<file path="config.mk">
export PLATFORM = sky130hd
export DESIGN_NAME = muldiv_unit
export DESIGN_NICKNAME = d
export VERILOG_FILES = /design/src/rtl/muldiv_unit.sv
export SDC_FILE = /design/constraint.sdc
export NUM_CORES = 2
export LEC_CHECK = 0
export CAP_MARGIN = 20
export CELL_PAD_IN_SITES_DETAIL_PLACEMENT = 1
export CELL_PAD_IN_SITES_GLOBAL_PLACEMENT = 1
export CORE_UTILIZATION = 51
export DETAILED_ROUTE_END_ITERATION = 16
export PLACE_DENSITY = 0.8
export SYNTH_ARGS = -nofsm -noshare
export SYNTH_HDL_FRONTEND = slang
export SYNTH_SLANG_ARGS = --single-unit
</file>
<file path="constraint.sdc">
create_clock -name clk -period 11.15 [get_ports clk]
set_clock_uncertainty 0.15 [all_clocks]
set_input_delay 2.23 -clock clk [delete_from_list [all_inputs] [get_ports clk]]
set_output_delay 2.23 -clock clk [all_outputs]
set_load 0.005 [all_outputs]
</file>
<file path="src/rtl/muldiv_unit.sv">
// Execute-stage multiply/divide unit holding the architectural HI/LO registers.
// Multiplies take MUL_CYCLES cycles; divides are radix-2 restoring plus one sign-fix cycle.
module muldiv_unit #(
  parameter int WIDTH      = 32,
  parameter int MUL_CYCLES = 4
) (
  input  logic             clk,
  input  logic             reset,
  input  logic             startE,
  input  logic [2:0]       mdopE,
  input  logic [WIDTH-1:0] srcaE,
  input  logic [WIDTH-1:0] srcbE,
  input  logic             abort,
  output logic [WIDTH-1:0] hi,
  output logic [WIDTH-1:0] lo,
  output logic             busy,
  output logic             done,
  output logic [1:0]       dbg_state_o
);

  localparam logic [2:0] OP_MULT  = 3'd1;
  localparam logic [2:0] OP_MULTU = 3'd2;
  localparam logic [2:0] OP_DIV   = 3'd3;
  localparam logic [2:0] OP_DIVU  = 3'd4;
  localparam logic [2:0] OP_MTHI  = 3'd5;
  localparam logic [2:0] OP_MTLO  = 3'd6;

  localparam int CNT_MAX = (WIDTH > MUL_CYCLES) ? WIDTH : MUL_CYCLES;
  localparam int CW      = (CNT_MAX > 1) ? $clog2(CNT_MAX) : 1;

  typedef enum logic [1:0] {
    S_IDLE = 2'd0,
    S_MUL  = 2'd1,
    S_DIV  = 2'd2,
    S_FIX  = 2'd3
  } state_t;

  state_t           state_q, state_d;
  logic [CW-1:0]    cnt_q, cnt_d;
  logic [WIDTH-1:0] hi_q, hi_d;
  logic [WIDTH-1:0] lo_q, lo_d;
  logic [WIDTH-1:0] opa_q, opa_d;   // multiplicand, or dividend/quotient shift register
  logic [WIDTH-1:0] opb_q, opb_d;   // multiplier, or divisor magnitude
  logic [WIDTH-1:0] rem_q, rem_d;
  logic             sgn_q, sgn_d;
  logic             negq_q, negq_d;
  logic             negr_q, negr_d;
  logic             done_q, done_d;

  // Sign-extend to 2*WIDTH so the low 2*WIDTH product bits are exact for both signednesses.
  logic [2*WIDTH-1:0] mul_a, mul_b, product;
  assign mul_a   = {{WIDTH{sgn_q & opa_q[WIDTH-1]}}, opa_q};
  assign mul_b   = {{WIDTH{sgn_q & opb_q[WIDTH-1]}}, opb_q};
  assign product = mul_a * mul_b;

  logic [WIDTH:0] div_shift, div_diff;
  assign div_shift = {rem_q, opa_q[WIDTH-1]};
  assign div_diff  = div_shift - {1'b0, opb_q};

  always_comb begin
    state_d = state_q;
    cnt_d   = cnt_q;
    hi_d    = hi_q;
    lo_d    = lo_q;
    opa_d   = opa_q;
    opb_d   = opb_q;
    rem_d   = rem_q;
    sgn_d   = sgn_q;
    negq_d  = negq_q;
    negr_d  = negr_q;
    done_d  = 1'b0;
    case (state_q)
      S_IDLE: begin
        if (startE && !abort) begin
          case (mdopE)
            OP_MTHI: hi_d = srcaE;
            OP_MTLO: lo_d = srcaE;
            OP_MULT, OP_MULTU: begin
              opa_d   = srcaE;
              opb_d   = srcbE;
              sgn_d   = (mdopE == OP_MULT);
              cnt_d   = CW'(MUL_CYCLES - 1);
              state_d = S_MUL;
            end
            OP_DIV, OP_DIVU: begin
              if (srcbE == '0) begin
                lo_d   = '1;
                hi_d   = srcaE;
                done_d = 1'b1;
              end else begin
                sgn_d   = (mdopE == OP_DIV);
                negq_d  = (mdopE == OP_DIV) && (srcaE[WIDTH-1] ^ srcbE[WIDTH-1]);
                negr_d  = (mdopE == OP_DIV) && srcaE[WIDTH-1];
                opa_d   = ((mdopE == OP_DIV) && srcaE[WIDTH-1]) ? -srcaE : srcaE;
                opb_d   = ((mdopE == OP_DIV) && srcbE[WIDTH-1]) ? -srcbE : srcbE;
                rem_d   = '0;
                cnt_d   = CW'(WIDTH - 1);
                state_d = S_DIV;
              end
            end
            default: ;
          endcase
        end
      end
      S_MUL: begin
        if (abort) begin
          state_d = S_IDLE;
        end else if (cnt_q == '0) begin
          {hi_d, lo_d} = product;
          done_d       = 1'b1;
          state_d      = S_IDLE;
        end else begin
          cnt_d = cnt_q - 1'b1;
        end
      end
      S_DIV: begin
        if (abort) begin
          state_d = S_IDLE;
        end else begin
          if (!div_diff[WIDTH]) begin
            rem_d = div_diff[WIDTH-1:0];
            opa_d = {opa_q[WIDTH-2:0], 1'b1};
          end else begin
            rem_d = div_shift[WIDTH-1:0];
            opa_d = {opa_q[WIDTH-2:0], 1'b0};
          end
          if (cnt_q == '0) state_d = S_FIX;
          else             cnt_d   = cnt_q - 1'b1;
        end
      end
      S_FIX: begin
        if (abort) begin
          state_d = S_IDLE;
        end else begin
          lo_d    = negq_q ? -opa_q : opa_q;
          hi_d    = negr_q ? -rem_q : rem_q;
          done_d  = 1'b1;
          state_d = S_IDLE;
        end
      end
      default: state_d = S_IDLE;
    endcase
  end

  always_ff @(posedge clk or negedge reset) begin
    if (!reset) begin
      state_q <= S_IDLE;
      cnt_q   <= '0;
      hi_q    <= '0;
      lo_q    <= '0;
      opa_q   <= '0;
      opb_q   <= '0;
      rem_q   <= '0;
      sgn_q   <= 1'b0;
      negq_q  <= 1'b0;
      negr_q  <= 1'b0;
      done_q  <= 1'b0;
    end else begin
      state_q <= state_d;
      cnt_q   <= cnt_d;
      hi_q    <= hi_d;
      lo_q    <= lo_d;
      opa_q   <= opa_d;
      opb_q   <= opb_d;
      rem_q   <= rem_d;
      sgn_q   <= sgn_d;
      negq_q  <= negq_d;
      negr_q  <= negr_d;
      done_q  <= done_d;
    end
  end

  assign hi          = hi_q;
  assign lo          = lo_q;
  assign busy        = (state_q != S_IDLE);
  assign done        = done_q;
  assign dbg_state_o = state_q;

endmodule
</file>
==> impl_metrics.ini <==
[run_status]
status = finished, violations left
violations = design-rule violations

[worst_hold_path]
hold_class = flip-flop to flip-flop

[floorplan]
die_area_um2 = 99050
die_x_um = 314.7
fp.dieH_um = 314.7
start_util_pct = 51.50
num_rows = 114
core_area_um2 = 96850
pin_count = 139

[yosys]
synth.distinct_cells = 73
synth_area_per_cell_um2 = 8.759
yosys.area.top_type_share_pct = 45.20
yosysTopAreaCell = fa_1
yosys_most_used_dff = dfrtp_1
yosys-top-cells-area = fa_1, inv_1, dfrtp_1, nand2_1, ha_1
synth_seq_cells = 171
synth_fa_ha_area_share_pct = 51.57
synth_xor_area_share_pct = 3.843
yosysWarnings = 0
ys_seq_area_share_pct = 8.580
synth_commonest_cells = inv_1, fa_1, nand2_1
synth_edf_count = 0
synthSimpleGateAreaFrac_pct = 15.21
synth_area_um2 = 49880
synth_compound_area_share_pct = 8.432
synth_mux_area_share_pct = 0.8078
yosysMostFrequentCell = inv_1
synthCells = 5694
synthArstFlopShare_pct = 100.0
synth_top_family_by_area = adder cells
synth_nets = 7145

[setup_path]
crit_path_max_fanout = 20
worst_ep_required_time_ps = 11390
critPathKind = flip-flop to flip-flop
crit_path_end_kind = flip-flop
cp-start-kind = flip-flop
cp.arrival_ps = 9830

[clocking]
insertion_delay_ps = 500
clock-sinks = 171
cts_tree = built
post_cts_resized = 0
cts_root_buf = clkbuf_16
numCtsBuffers = 17
cts_setup_buffers = 0
clkTransAtPathRegs_ps = 80
htreeDepth = 4
hold_buffers = 0
clk_path_buf_depth = 2

[global_routing]
antenna_found_initial = 7
grt.overflow.total = 0
grt_usage_pct = 39.16
grt_pass1_vias = 46390
grt_max_degree = 107
grt_pass1_wl_mm = 287.4

[route]
ant_nets = 0
routed-via-count = 40850
wl_mm = 186.6
via_per_inst = 5.917
post-route-drc-count = 12
dr.pass1.iters = 11
wire_per_inst_um = 27.03
drtIter0Drc = 3333

[placed_design]
hpwl_mm = 152.1
portBuffers = 138
dp.cells = 6866
gp_congestion = 0.9747

[timing]
period_share_pct = 86.00
final.setup.tns_ps = 0
finalHoldViolations = 0
rsz0062_at_grt = no
slew_viol_final = 0
worstMarginPinSlew_ps = 1169
max_freq_ghz = 0.1043
min_period_ps = 9590
setup_viol = 0
slew-limit-headroom_pct = 22.04

[finish]
area_growth_pct = 6.319
nFillCells = 11340
fin_nets = 7064
fin_cells = 6903
fin_util_pct = 54.75
drive_gt1_share_pct = 2.951

[run]
cap_violations = 0
sequential cells by signal, indices dropped and copies added (netlist names):
| register | count |
|---|---|
| cnt_q | 5 |
| dbg_state_o | 2 |
| done | 1 |
| hi | 32 |
| lo | 32 |
| negq_q | 1 |
| negr_q | 1 |
| opa_q | 32 |
| opb_q | 32 |
| rem_q | 32 |
| sgn_q | 1 |
logic make-up after synthesis:
family | after synthesis
multiplexers | 40
adder cells (fa/ha/maj) | 1380
flip-flops | 171
AO/OA/AOI/OAI | 674
buffers and inverters | 1529
AND/OR/NAND/NOR | 1682
XOR/XNOR | 218
per-layer routing:
| layer | routed length, um | part of all wire (%) | vias to the layer above | track usage [%] |
|---|---|---|---|---|
| li1 | - | - | 16930 | - |
| met1 | 72260 | 39 | 21450 | 51.24 |
| met2 | 84190 | 45 | 2011 | 60.23 |
| met3 | 20850 | 11 | 453 | 11.76 |
| met4 | 9264 | 5.0 | 8 | 17.22 |
| met5 | 55 | 0.029 | - | 0 |
per-stage QoR:
step	instance area, um^2	setup WS, ps	hold WS [ps]
floorplan	49880	2971	323.3
global placement	52320	1857	314.2
detailed placement	52390	1799	328.6
CTS	52940	1657	346.7
global route	53020	1153	368.5
finish	53030	1560	347.1
layout by cell type (no fill, tap or decap), drive strengths merged, types with 23 or more instances in the layout:
cell,netlist,final
a22oi,23,23
fa,1126,1126
a221oi,24,24
o31ai,33,33
clkdlybuf4s50,0,137
and2,302,302
mux2i,38,38
and3,28,28
nor3,26,26
a21oi,190,190
inv,1187,1197
ha,254,254
buf,50,101
nand3,27,27
xor2,58,58
a21o,50,50
a31oi,26,26
dfrtp,171,171
nor2,244,244
or3,32,32
xnor2,160,160
nand2,927,927
o21ai,194,194
path summary, 6_finish.rpt:
kind | from | endpoint | slack, ps | cells past startpoint
min | hi[7]$_DFFE_PN0P_ | hi[7]$_DFFE_PN0P_ | 350 | 2
max reg2reg | opa_q[24]$_DFFE_PN0P_ | hi[30]$_DFFE_PN0P_ | 1560 | 26
min reg2reg | hi[7]$_DFFE_PN0P_ | hi[7]$_DFFE_PN0P_ | 350 | 2
max in group asynchronous | reset | opb_q[19]$_DFFE_PN0P_ | 7660 | 2
min in group asynchronous | reset | cnt_q[2]$_DFFE_PN0P_ | 1690 | 1
max | opa_q[24]$_DFFE_PN0P_ | hi[30]$_DFFE_PN0P_ | 1560 | 26
area by class of cell:
class | instances | area [um^2] | share of cell area, %
Clock inverter | 15 | 127.6 | 0.2407
Sequential cell | 171 | 4279 | 8.070
Timing Repair Buffer | 239 | 2240 | 4.224
Inverter | 1190 | 4467 | 8.424
Multi-Input combinational cell | 3994 | 39890 | 75.22
Clock buffer | 17 | 425.4 | 0.8022
Tap cell | 1276 | 1597 | 3.011
Antenna cell | 1 | 2.502 | 0.004719
worst max-delay path, cell delays in order (launching register included):
cell	delay, ps
dfrtp_1	1010
buf_4	440
nand2_1	130
fa_1	500
fa_1	490
inv_1	50
fa_1	480
inv_1	60
fa_1	570
inv_1	70
fa_1	490
fa_1	520
fa_1	510
inv_1	60
fa_1	510
inv_1	60
ha_1	370
nand3_1	130
or4_1	570
o221ai_1	460
o21ai_1	190
a21o_1	230
o41a_1	420
o41ai_1	470
xor2_1	200
a21oi_1	100
o21ai_0	210
Power is not shown: default switching activity piles up to over one toggle a cycle in this logic, so the estimate is an artifact.
